===== src/rtl/ram_port_arbiter.sv =====
// Two-port arbiter/sequencer for a single-port data RAM (combinational read, synchronous write).
// Accepts byte addresses, rejects misaligned/out-of-range accesses, one access per IDLE-ACCESS-RESP pass.
module ram_port_arbiter #(
   parameter int RAM_DEPTH = 256
) (
   input  logic        clk,
   input  logic        rst,
   input  logic        p0_req,
   input  logic        p0_we,
   input  logic [31:0] p0_addr,
   input  logic [31:0] p0_wdata,
   output logic        p0_gnt,
   output logic        p0_rvalid,
   output logic [31:0] p0_rdata,
   output logic        p0_err,
   input  logic        p1_req,
   input  logic        p1_we,
   input  logic [31:0] p1_addr,
   input  logic [31:0] p1_wdata,
   output logic        p1_gnt,
   output logic        p1_rvalid,
   output logic [31:0] p1_rdata,
   output logic        p1_err,
   output logic        ram_re,
   output logic        ram_we,
   output logic [31:0] ram_addr,
   output logic [31:0] ram_wdata,
   input  logic [31:0] ram_rdata
);

   localparam logic [1:0]  S_IDLE   = 2'd0;
   localparam logic [1:0]  S_ACCESS = 2'd1;
   localparam logic [1:0]  S_RESP   = 2'd2;
   localparam logic [33:0] ADDR_LIM = 34'(RAM_DEPTH) << 2;

   logic [1:0]  r_state;
   logic        r_last;
   logic        r_port;
   logic        r_we;
   logic [31:0] r_addr;
   logic [31:0] r_wdata;
   logic [31:0] r_rdata;

   logic w_idle;
   logic w_gnt0;
   logic w_gnt1;
   logic w_err;
   logic w_ram_go;
   logic w_resp;

   assign w_idle = (r_state == S_IDLE);
   // Round-robin: on contention the port that did not win last time gets the grant.
   assign w_gnt0 = ~rst & w_idle & p0_req & (~p1_req | r_last);
   assign w_gnt1 = ~rst & w_idle & p1_req & (~p0_req | ~r_last);
   assign w_err  = (r_addr[1:0] != 2'b00) || ({2'b00, r_addr} >= ADDR_LIM);

   always_ff @(posedge clk) begin
      if (rst) begin
         r_state <= S_IDLE;
         r_last  <= 1'b1;
         r_port  <= 1'b0;
         r_we    <= 1'b0;
         r_addr  <= '0;
         r_wdata <= '0;
         r_rdata <= '0;
      end else begin
         case (r_state)
            S_IDLE: begin
               if (w_gnt0 | w_gnt1) begin
                  r_state <= S_ACCESS;
                  r_last  <= w_gnt1;
                  r_port  <= w_gnt1;
                  r_we    <= w_gnt1 ? p1_we    : p0_we;
                  r_addr  <= w_gnt1 ? p1_addr  : p0_addr;
                  r_wdata <= w_gnt1 ? p1_wdata : p0_wdata;
               end
            end
            S_ACCESS: begin
               r_state <= S_RESP;
               r_rdata <= (w_err | r_we) ? 32'd0 : ram_rdata;
            end
            S_RESP:  r_state <= S_IDLE;
            default: r_state <= S_IDLE;
         endcase
      end
   end

   // The RAM is only driven during a legal ACCESS; a reset in that cycle suppresses the write.
   assign w_ram_go  = (r_state == S_ACCESS) & ~w_err;
   assign ram_re    = w_ram_go & ~r_we;
   assign ram_we    = w_ram_go & r_we & ~rst;
   assign ram_addr  = w_ram_go ? {2'b00, r_addr[31:2]} : 32'd0;
   assign ram_wdata = w_ram_go ? r_wdata : 32'd0;

   assign w_resp    = (r_state == S_RESP) & ~rst;
   assign p0_gnt    = w_gnt0;
   assign p1_gnt    = w_gnt1;
   assign p0_rvalid = w_resp & ~r_port;
   assign p1_rvalid = w_resp & r_port;
   assign p0_rdata  = p0_rvalid ? r_rdata : 32'd0;
   assign p1_rdata  = p1_rvalid ? r_rdata : 32'd0;
   assign p0_err    = p0_rvalid & w_err;
   assign p1_err    = p1_rvalid & w_err;

endmodule


===== config.mk =====
export PLATFORM = sky130hd
export DESIGN_NAME = ram_port_arbiter
export DESIGN_NICKNAME = d
export VERILOG_FILES = /design/src/rtl/ram_port_arbiter.sv
export SDC_FILE = /design/constraint.sdc
export NUM_CORES = 1
export LEC_CHECK = 0
export CORE_ASPECT_RATIO = 1.1
export CORE_MARGIN = 5
export CORE_UTILIZATION = 40
export CTS_BUF_LIST = sky130_fd_sc_hd__clkbuf_16
export CTS_CLUSTER_DIAMETER = 80
export CTS_CLUSTER_SIZE = 16
export DETAILED_ROUTE_END_ITERATION = 8
export DONT_BUFFER_PORTS = 1
export PLACE_DENSITY_LB_ADDON = 0.15
export SYNTH_ARGS = -nofsm -noshare
export SYNTH_HDL_FRONTEND = slang
export SYNTH_SLANG_ARGS = --single-unit

===== constraint.sdc =====
create_clock -name clk -period 2.2 [get_ports clk]
set_clock_uncertainty 0.15 [all_clocks]
set_input_delay 0.11 -clock clk [delete_from_list [all_inputs] [get_ports clk]]
set_output_delay 0.11 -clock clk [all_outputs]
set_load 0.02 [all_outputs]

== Yosys cells after proc, flatten, opt, wreduce, memory -nomap -nowiden ==
Cells that the tools add are included.
Word-level totals
  bits in registers: 101
  bits in latches: 0
  memory bits (writable): 0
  ROM bits: 0
  input port bits: 166
  output and inout port bits: 136
  word-level logic and storage cells: 50
  memories kept: 0
Operators by class
  $add $sub $neg: 0
  $mul: 0
  div/mod/pow operators: 0
  magnitude comparators: 1
  equal/unequal tests: 3
  shift operators: 0
  multiplexer cells: 10
  bitwise logic cells: 25
  reduce and logical (&&, ||, !) cells: 4
Operators with widths (number)
  $mux W32: 6
  $ge A32 B11 Y1 const B: 1
  $mux W30: 1
  $and A1 B1 Y1: 14
  $not A1 Y1: 7
  $or A1 B1 Y1: 4
  $pmux W2 S2: 1
  $eq A2 B1 Y1 const B: 1
  $eq A2 B2 Y1 const B: 1
  $logic_not A2 Y1: 1
  $mux W2: 1
  $ne A2 B1 Y1 const B: 1
  $reduce_and A2 Y1: 1
  $reduce_bool A2 Y1: 1
  $logic_or A1 B1 Y1: 1
  $mux W1: 1

== Logic depth before layout (Yosys ltp) ==
  depth after elaboration: 7
  gate-level depth with buffers: 8
  gate-level depth less buffers: 5

== Least setup slack after synthesis ==
No wires, ideal clock.
  kind: register to output
  start: register r_state[1]
  end: output port ram_re
  arrival time: 1.572 ns
  data required time: 1.940 ns
  path slack: 0.368 ns
  stages on the path, launching flop included: 5
  buffers on the path: 2
  path through: dfxtp_1 -> nand2b_1 -> buf_1 -> clkbuf_1 -> nor4_1
Between the ends
  word-level cells in the longest chain between the ends: 3
Ends and longest elaborated chain
  start, declared: RTL line 36  | logic [1:0] r_state;
  start signal, assigned: RTL line 59  | r_state <= S_IDLE;
  start signal, assigned: RTL line 70  | r_state <= S_ACCESS;
  start signal, assigned: RTL line 79  | r_state <= S_RESP;
  $eq A2 B1 Y1: RTL line 89  | assign w_ram_go = (r_state == S_ACCESS) & ~w_err;
  $and A1 B1 Y1: RTL line 89
  $and A1 B1 Y1: RTL line 90  | assign ram_re = w_ram_go & ~r_we;
  end, declared: RTL line 24  | output logic ram_re,
No other way between the ends.

== Final worst setup path ==
  start: register r_addr[23]
  end: output port ram_addr[6]
Between the ends
  word-level cells in the longest chain between the ends: 5
Ends and longest elaborated chain
  start, declared: RTL line 40  | logic [31:0] r_addr;
  start signal, assigned: RTL line 74  | r_addr <= w_gnt1 ? p1_addr : p0_addr;
  $ge A32 B11 Y1: RTL line 55  | assign w_err = (r_addr[1:0] != 2'b00) || ({2'b00, r_addr} >= ADDR_LIM);
  $logic_or A1 B1 Y1: RTL line 55
  $not A1 Y1: RTL line 89
  $and A1 B1 Y1: RTL line 89
  $mux W30: RTL line 92  | assign ram_addr = w_ram_go ? {2'b00, r_addr[31:2]} : 32'd0;
  end, declared: RTL line 26  | output logic [31:0] ram_addr,
No other way between the ends.

==> results_dict.tcl <==
set metrics [dict create \
    status "finished with violations" \
    violations "negative hold slack, negative setup slack" \
    critPathKind "reg -> out" \
    end_kind "primary output" \
    routed_wl_um 15800 \
    cts_htree_levels 3 \
    initial_utilization 0.403 \
    arrival_ns 1.95 \
    required_ns 1.94 \
    pre_cts_ws_ns 0.0577 \
    via_per_inst 5.50 \
    rr_startpoint "r_addr[23]" \
    syn-cell-area_um2 5490 \
    clk_transition_reported_paths_ns 0.07 \
    finalSetupTns_ns -0.0450 \
    top_layer "met4" \
    setup_slack_ns -0.0111 \
    rows 45 \
    vias 4651 \
    wl_met3_um 1270 \
    cap_viol_max_count 0 \
    clk_path_buf_depth 2 \
    gr-total-overflow 0 \
    drive_gt1_frac 0.192 \
    die_w_um 122 \
    dieArea_um2 16200 \
    fmax_mhz 452 \
    final_cell_mix "nand2_1 (134), dfxtp_1 (98), nor2_1 (67)" \
    rsz0062_at_grt "yes" \
    portBuffers 0 \
    cts_tree "done" \
    grt_antenna_before_repair 0 \
    dr_wl_met2_um 7830 \
    ios 302 \
    cp_max_fo 20 \
    synth_cells 683 \
    die_h_um 133 \
    min_to "r_rdata[0]" \
    period_needed_ns 2.21 \
    ant_nets 0 \
    finalSetupViolations 6 \
    worst_pin_slew_ns 0.509 \
    grt_start_max_net_pins 136 \
    gp_congestion 0.775 \
    antenna_cells 0 \
    synth-seq-cells 101 \
    final_common_cell "nand2_1" \
    grt_pass1_vias 4510 \
    critPathLaunchType "flop" \
    p_per_area_nw_per_um2 703 \
    yosysSeqAreaShare 0.368 \
    yosys_warnings 0 \
    hold_viol 98 \
    area_delta_synth_final_pct 13.4 \
    hpwl_um 10600 \
    yosysUniqueCellTypes 30 \
    core_region_area_um2 13600 \
    place_inst 822 \
    final_core_util 0.457 \
    grt_usage 0.182 \
    drc 0 \
    r2r-end "r_rdata[27]" \
    slew_headroom 0.661 \
    hp-class "in -> reg" \
    syn_area_per_cell_um2 8.04 \
    drv_slew 0 \
    fill_cells 1327 \
    ff2ff_setup_slack_ns 0.12 \
    irDropWorstVdd_v 0.000396 \
    multiInputGateArea_um2 3190 \
    fin_crit_sh 1.01 \
    grt_pass1_wl_um 23700 \
    total_power_uw 4370 \
    holdWs_ns -0.277 \
    firstDrtPassIters 4 \
    total_leakage_power_uw 0.00249 \
    routedLengthMet1_um 6410 \
    hp-start "rst" \
    routedWlPerCell_um 18.7 \
    hold_depth 1 \
    cts_root_buffer "clkbuf_16" \
    numCtsBuffers 9 \
    final_cells 845 \
    seq_area_um2 2030 \
    cts-hold-fix-buffers 3 \
    drtIter0Drc 266 \
    clock-sinks 101 \
    clkLatencyLatePin_ns 0.34 \
    nets 819 \
    reg2reg_depth 6 \
]
## sequential cells by signal (all words and copies together), names as in the netlist
register and cells:
r_last 1, r_rdata 32, r_we 1, r_addr 32, r_wdata 32, r_state 2
r_port 1
## worst max path at each step
stage / startpoint / end / cells after the start
2_1_floorplan: r_state[1] / ram_re / 4
3_3_place_gp: r_addr[31] / r_rdata[1] / 5
3_5_place_dp: r_addr[28] / r_rdata[1] / 5
4_1_cts: r_addr[23] / ram_wdata[13] / 6
5_1_grt: r_addr[10] / ram_addr[6] / 6
6_report: r_addr[23] / ram_addr[6] / 6
## worst max-delay path, cell delays in order, from the launching register on
cell and delay, ns:
dfxtp_2 0.34, nor4_4 0.28, nand4_1 0.23, nor3_4 0.22
buf_12 0.16, buf_16 0.15, and2_2 0.22
## per-layer routing
| layer | track usage | vias to the layer above |
|---|---|---|
| li1 | - | 2207 |
| met1 | 0.222 | 2205 |
| met2 | 0.306 | 223 |
| met3 | 0.0504 | 16 |
| met4 | 0.0629 | 0 |
| met5 | 0 | - |
## report_power, final
part | switching, uW | internal (uW)
Combinational | 399 | 240
Clock | 699 | 991
Sequential | 88.6 | 1960
Total | 1190 | 3190
## cells in the mapped netlist, drive strengths merged
library cell,instances,share of area
nand2,134,0.092
and2,104,0.12
dfxtp,101,0.37
nor2,69,0.047
a311oi,65,0.10
buf,48,0.056
clkbuf,41,0.028
inv,34,0.023
nand3b,32,0.044
o41ai,32,0.092
nor4,7,0.0091
nand2b,3,0.0034
nor3,3,0.0036
nand3,2,0.0018
a211o,1,0.0016
and3,1,0.0011
and3b,1,0.0016
conb,1,0.00068
nand4,1,0.0011
nor2b,1,0.0011
o21ai,1,0.00091
or3,1,0.0011
## through the flow
stage,cell area [um2],hold slack [ns]
detailed placement,5580,0.0559
floorplan,5580,0.104
global placement,5580,0.0532
CTS,6140,-0.313
global route,6220,-0.318
finish,6220,-0.277
## repair_timing
| action | CTS | global route |
|---|---|---|
| resized for setup | 75 | 22 |
| pin swaps | 6 | 16 |
| cloned | 1 | 1 |
| hold endpoints to repair | 100 | 98 |
| setup buffers | 3 | 0 |
| endpoints found under the setup margin | 43 | 76 |
## area by class of cell
| type | instances | share of cell area |
|---|---|---|
| Tap cell | 188 | 0.0378 |
| Multi-Input combinational cell | 482 | 0.512 |
| Timing Repair Buffer | 25 | 0.0539 |
| Clock inverter | 6 | 0.0141 |
| Clock buffer | 9 | 0.0362 |
| Sequential cell | 101 | 0.325 |
| Inverter | 34 | 0.0205 |
## kinds of logic after synthesis
| group | count (synthesis) | synth area share |
|---|---|---|
| compound gates | 99 | 0.198 |
| buf+inv | 123 | 0.107 |
| flops | 101 | 0.368 |
| other cells | 1 | 0.000683 |
| simple gates | 359 | 0.325 |
(Power assumes the default switching activity.)
